### config.mk
export PLATFORM = sky130hd
export DESIGN_NAME = msp430_fetch_seq
export DESIGN_NICKNAME = d
export VERILOG_FILES = /design/src/rtl/msp430_fetch_seq.sv
export SDC_FILE = /design/constraint.sdc
export NUM_CORES = 1
export LEC_CHECK = 0
export CAP_MARGIN = 20
export CORE_MARGIN = 5
export CORE_UTILIZATION = 46
export DETAILED_ROUTE_END_ITERATION = 8
export GPL_ROUTABILITY_DRIVEN = 0
export PLACE_DENSITY_LB_ADDON = 0.3
export RECOVER_POWER = 25
export SYNTH_ARGS = -nofsm -noshare
export SYNTH_HDL_FRONTEND = slang
export SYNTH_SLANG_ARGS = --single-unit
### constraint.sdc
create_clock -name clk -period 3.7 [get_ports clk]
set_input_delay 0.74 -clock clk [delete_from_list [all_inputs] [get_ports clk]]
set_output_delay 0.74 -clock clk [all_outputs]
set_load 0.01 [all_outputs]
### src/rtl/msp430_fetch_seq.sv
// MSP430 instruction fetch/decode sequencer: reset vector, opcode word and 0-2 extension words.
// Optional constant generator decode is enabled by defining MSP430_CONST_GEN_EN.
module msp430_fetch_seq #(
    parameter int                ADDR_W  = 16,
    parameter logic [ADDR_W-1:0] RST_VEC = 'hFFFE
) (
    input  logic              clk,
    input  logic              rst,
    output logic              mem_rd,
    output logic [ADDR_W-1:0] mem_addr,
    input  logic [15:0]       mem_rdata,
    input  logic              mem_rdy,
    output logic              dec_valid,
    input  logic              dec_ack,
    input  logic              pc_load,
    input  logic [ADDR_W-1:0] pc_target,
    output logic [ADDR_W-1:0] pc,
    output logic [ADDR_W-1:0] instr_pc,
    output logic [15:0]       ir,
    output logic [15:0]       src_ext,
    output logic [15:0]       dst_ext,
    output logic [1:0]        fmt,
    output logic [1:0]        len,
    output logic              illegal,
    output logic              cg_valid,
    output logic [15:0]       cg_value
);

    typedef enum logic [2:0] {
        S_VEC,
        S_FETCH,
        S_SRC_EXT,
        S_DST_EXT,
        S_DECODED
    } state_t;

    typedef struct packed {
        logic [1:0]  fmt;
        logic        illegal;
        logic        src_x;
        logic        dst_x;
        logic        cg_v;
        logic [15:0] cg_val;
    } dec_t;

    function automatic dec_t f_decode(input logic [15:0] w);
        dec_t       d;
        logic [3:0] sreg;
        logic [1:0] as_f;
        logic       has_src;
        logic       is_cg;
        d       = '0;
        sreg    = w[11:8];
        as_f    = w[5:4];
        has_src = 1'b0;
        is_cg   = 1'b0;
        if (w[15:13] == 3'b001) begin
            d.fmt = 2'd3;
        end else if (w[15:10] == 6'b000100) begin
            if (w[9:7] == 3'd7) begin
                d.illegal = 1'b1;
            end else begin
                d.fmt   = 2'd2;
                sreg    = w[3:0];
                // RETI (subop 6) has no source operand at all
                has_src = (w[9:7] != 3'd6);
            end
        end else if (w[15:12] >= 4'd4) begin
            d.fmt   = 2'd1;
            has_src = 1'b1;
            d.dst_x = w[7];
        end else begin
            d.illegal = 1'b1;
        end
`ifdef MSP430_CONST_GEN_EN
        if (has_src && sreg == 4'd3) begin
            is_cg = 1'b1;
            case (as_f)
                2'b00:   d.cg_val = 16'h0000;
                2'b01:   d.cg_val = 16'h0001;
                2'b10:   d.cg_val = 16'h0002;
                default: d.cg_val = 16'hFFFF;
            endcase
        end else if (has_src && sreg == 4'd2 && as_f[1]) begin
            is_cg    = 1'b1;
            d.cg_val = as_f[0] ? 16'h0008 : 16'h0004;
        end
        d.cg_v = is_cg;
`endif
        d.src_x = has_src && (((as_f == 2'b01) && !is_cg) || ((as_f == 2'b11) && (sreg == 4'd0)));
        return d;
    endfunction

    state_t            r_state, w_state_nxt;
    logic [ADDR_W-1:0] r_pc, r_instr_pc;
    logic [15:0]       r_ir, r_src_ext, r_dst_ext, r_cg_value;
    logic [1:0]        r_fmt, r_len;
    logic              r_illegal, r_cg_valid, r_need_dst;
    dec_t              w_dec;
    logic [ADDR_W-1:0] w_vec_pc, w_pc_inc, w_redirect;
    logic              w_unused;

    assign w_dec      = f_decode(mem_rdata);
    assign w_vec_pc   = ADDR_W'({mem_rdata[15:1], 1'b0});
    assign w_pc_inc   = r_pc + ADDR_W'(2);
    assign w_redirect = {pc_target[ADDR_W-1:1], 1'b0};
    assign w_unused   = pc_target[0];

    assign mem_rd    = !rst && (r_state != S_DECODED);
    assign mem_addr  = (r_state == S_VEC) ? {RST_VEC[ADDR_W-1:1], 1'b0} : r_pc;
    assign dec_valid = (r_state == S_DECODED);

    always_ff @(posedge clk or posedge rst) begin
        if (rst) r_state <= S_VEC;
        else     r_state <= w_state_nxt;
    end

    always_comb begin
        w_state_nxt = r_state;
        case (r_state)
            S_VEC:     if (mem_rdy) w_state_nxt = S_FETCH;
            S_FETCH: begin
                if (mem_rdy) begin
                    if (w_dec.src_x)      w_state_nxt = S_SRC_EXT;
                    else if (w_dec.dst_x) w_state_nxt = S_DST_EXT;
                    else                  w_state_nxt = S_DECODED;
                end
            end
            S_SRC_EXT: if (mem_rdy) w_state_nxt = r_need_dst ? S_DST_EXT : S_DECODED;
            S_DST_EXT: if (mem_rdy) w_state_nxt = S_DECODED;
            S_DECODED: if (dec_ack) w_state_nxt = S_FETCH;
            default:   w_state_nxt = S_VEC;
        endcase
    end

    // Decode fields are latched with the opcode word so they never follow mem_rdata.
    always_ff @(posedge clk or posedge rst) begin
        if (rst) begin
            r_pc       <= '0;
            r_instr_pc <= '0;
            r_ir       <= '0;
            r_src_ext  <= '0;
            r_dst_ext  <= '0;
            r_fmt      <= 2'd0;
            r_len      <= 2'd1;
            r_illegal  <= 1'b0;
            r_cg_valid <= 1'b0;
            r_cg_value <= '0;
            r_need_dst <= 1'b0;
        end else begin
            case (r_state)
                S_VEC: if (mem_rdy) r_pc <= w_vec_pc;
                S_FETCH: begin
                    if (mem_rdy) begin
                        r_ir       <= mem_rdata;
                        r_instr_pc <= r_pc;
                        r_pc       <= w_pc_inc;
                        r_src_ext  <= '0;
                        r_dst_ext  <= '0;
                        r_fmt      <= w_dec.fmt;
                        r_illegal  <= w_dec.illegal;
                        r_cg_valid <= w_dec.cg_v;
                        r_cg_value <= w_dec.cg_val;
                        r_need_dst <= w_dec.dst_x;
                        r_len      <= 2'd1 + {1'b0, w_dec.src_x} + {1'b0, w_dec.dst_x};
                    end
                end
                S_SRC_EXT: begin
                    if (mem_rdy) begin
                        r_src_ext <= mem_rdata;
                        r_pc      <= w_pc_inc;
                    end
                end
                S_DST_EXT: begin
                    if (mem_rdy) begin
                        r_dst_ext <= mem_rdata;
                        r_pc      <= w_pc_inc;
                    end
                end
                S_DECODED: if (dec_ack && pc_load) r_pc <= w_redirect;
                default: ;
            endcase
        end
    end

    assign pc       = r_pc;
    assign instr_pc = r_instr_pc;
    assign ir       = r_ir;
    assign src_ext  = r_src_ext;
    assign dst_ext  = r_dst_ext;
    assign fmt      = r_fmt;
    assign len      = r_len;
    assign illegal  = r_illegal;
    assign cg_valid = r_cg_valid;
    assign cg_value = r_cg_value;

endmodule

==> metrics.cfg <==
[worst_setup_path]
cpPeakStageDelay_ns = 0.58
critPathLaunchType = register
worstPathArrival_ns = 2.26
path_class = register to output port
crit_chain = or2_2 -> o21ai_0 -> clkdlybuf4s50_1
required_ns = 2.96
path_buf_inv = 1
critPathTopFamily = buffers and inverters
worst_path_max_delay_cell = clkdlybuf4s50_1
critPathCaptureType = output port
cp_max_fo = 17

[synth]
syn_area_um2 = 4540
synth.avg_cell_area_um2 = 8.24
synth_cell_types = 49
synthTopCellsByArea = dfrtp_1 47%, nand2_1 15%, o21ai_0 6.6%
synth_top_cell_area_share_pct = 47.4
ys_seq_area_share_pct = 48.0
yosys_warnings = 0
synth.most_common_cell = nand2_1
async_flop_share_pct = 100
ys_ff_latch = 87
syn_inst = 551
yosysTopAreaCell = dfrtp_1
synth-edff-count = 0
synthTopCellsByCount = 185 x nand2_1, 86 x dfrtp_1, 60 x o21ai_0
synth_ff_type = dfrtp_1

[route]
wl_per_cell_um = 17.4
drt-initial-drc-count = 424
drt-total-wl_mm = 14.2
dr.pass1.iters = 5
via_per_inst = 5.39
final_antenna_net_count = 0
num_vias = 4395
drc_errors = 0

[power]
swShare_pct = 40.9
pwr-share-comb_pct = 53.9
power.switching_uw = 2120
fin_total_pwr_uw = 5180
p_leak_uw = 0.00270
p_int_uw = 3060
p_clk_share_pct = 13.4
ir_drop_mv = 0.368
pwr-share-seq_pct = 32.7
power.density_nw_per_um2 = 833

[grt]
grt-ovfl-total = 0
grt_pass1_vias = 4293
grt_start_max_net_pins = 62
antenna_found_initial = 0
grt_usage_pct = 23.9
grt_pass1_wl_mm = 22.0

[floorplan]
num_rows = 36
core-area_um2 = 9680
ios = 157
dieArea_um2 = 12000
die_h_um = 109
die_w_um = 109
initial_core_util_pct = 46.9

[cts]
cts_tree = yes
cts_num_sinks = 87
cts_resized = 0
htreeDepth = 3
ctsLongestPathBuffers = 2
path_clk_slew_ns = 0.09
root_buffer = clkbuf_8
cts_buffers = 9
insertion_delay_ns = 0.37
cts_hold_buf = 0
postCtsSetupBuffers = 0

[place]
dpl.hpwl_mm = 9.77
io_buffers = 135
dpl.cell_count = 798
postPlaceCellArea_um2 = 5990
dp_slack_ns = 0.425

[sta]
post-route-period-util_pct = 81.0
slew_headroom_pct = -33.8
hold_violations = 0
finalMaxSlewViolations = 42
fin_ws_ns = 0.702
fmax_ghz = 0.334
setup_viol = 0
fin_crit_ns = 3.00
worst_pin_slew_ns = 2.00
grt_setup_unrepaired = false
tns_ns = 0
fin_skew_ns = 0.0122

[run_status]
violations = capacitance limit, slew limit
outcome = finished with violations

[layout]
diodes = 0
seq_area_um2 = 2180
final_area_um2 = 6220
finalNonFillerCells = 815
drive_gt1_share_pct = 9.53
nets = 718
fillerInstances = 828
syn_to_final_growth_pct = 36.9
multiInputGateArea_um2 = 2090

[min_path]
hold_path_class = register to register

[flow_run]
maxCapViolCount = 1

-- final timing paths --
check                            startpoint            to  slack (ns)  cells after the start
min in group asynchronous               rst    r_state[0]        1.36                      2
worst max register to register   r_state[2]   instr_pc[6]        1.02                      7
max in group asynchronous               rst    dst_ext[9]        1.39                      3
worst max-delay path             r_state[1]  mem_addr[11]        0.70                      3
worst min register to register  instr_pc[5]   instr_pc[5]        0.48                      2
worst min-delay path            instr_pc[5]   instr_pc[5]        0.48                      2
-- kinds of logic after synthesis --
group | synth area share, %
compound gates | 16.6
other cells | 0.0826
fa+ha+maj | 1.10
buf+inv | 7.63
simple gates | 26.1
flops | 48.0
mux | 0.496
-- power by group through the flow --
stage | sequential, uW | combinational [uW] | clock (uW)
4_1_cts | 1690 | 2780 | 702
5_1_grt | 1750 | 3050 | 750
3_5_place_dp | 1700 | 2770 | 0
2_1_floorplan | 1760 | 1320 | 0
3_3_place_gp | 1690 | 2700 | 0
6_report | 1700 | 2790 | 694
-- worst register-to-register path, stage by stage, from the launching register on --
cell and delay, ns:
dfrtp_1 0.36, buf_4 0.39, nand3b_1 0.19, clkbuf_1 0.89, nor2_2 0.28, buf_4 0.31
nand2_1 0.10, nand2_1 0.05
-- sequential cells by signal, indices dropped and copies added, names as in the netlist --
register    cells
src_ext        16
fmt             2
ir             16
illegal         1
dst_ext        16
r_state         3
instr_pc       15
pc             15
r_need_dst      1
len             2
-- metal layers --
metal	wire, um	GRT usage [%]	part of all wire, %	vias to the layer above
met5	0	0	0	-
met4	425	11.8	3.0	0
met3	1120	5.11	7.9	34
met2	6730	37.0	48	209
met1	5900	31.7	42	2078
li1	-	-	-	2074
-- cell usage in the layout, fill, tap and decap left out, types with 8 or more instances in the layout --
cell             netlist  final
nand2_1              185    185
clkdlybuf4s50_1        0    133
dfrtp_1               86     86
o21ai_0               60     60
conb_1                 1     20
buf_4                 20     20
nor2_1                18     17
or2_2                 16     16
a21oi_1               11     11
nand3_1               11     11
nor3_1                10     10
clkbuf_8               0     10
o211ai_1               9      9
o2bb2ai_1              8      8
-- per-stage QoR --
stage | hold WS [ns] | utilization, %
after CTS | 0.485 | 64.0
after global placement | 0.460 | 61.8
after floorplan | 0.450 | -
final | 0.482 | 64.2
after detailed placement | 0.463 | 61.8
after global routing | 0.508 | 64.2
-- final cells by class --
cell class              instances  area share [%]
flip-flops and latches         87            35.0
multi-input cells             415            33.6
repair buffers                158            25.0
well taps                     133            2.68
clock buffers                  10            2.21
clock inverters                 6            1.11
inverters                       6           0.382
Note: power is estimated with default switching activity, not from simulation.
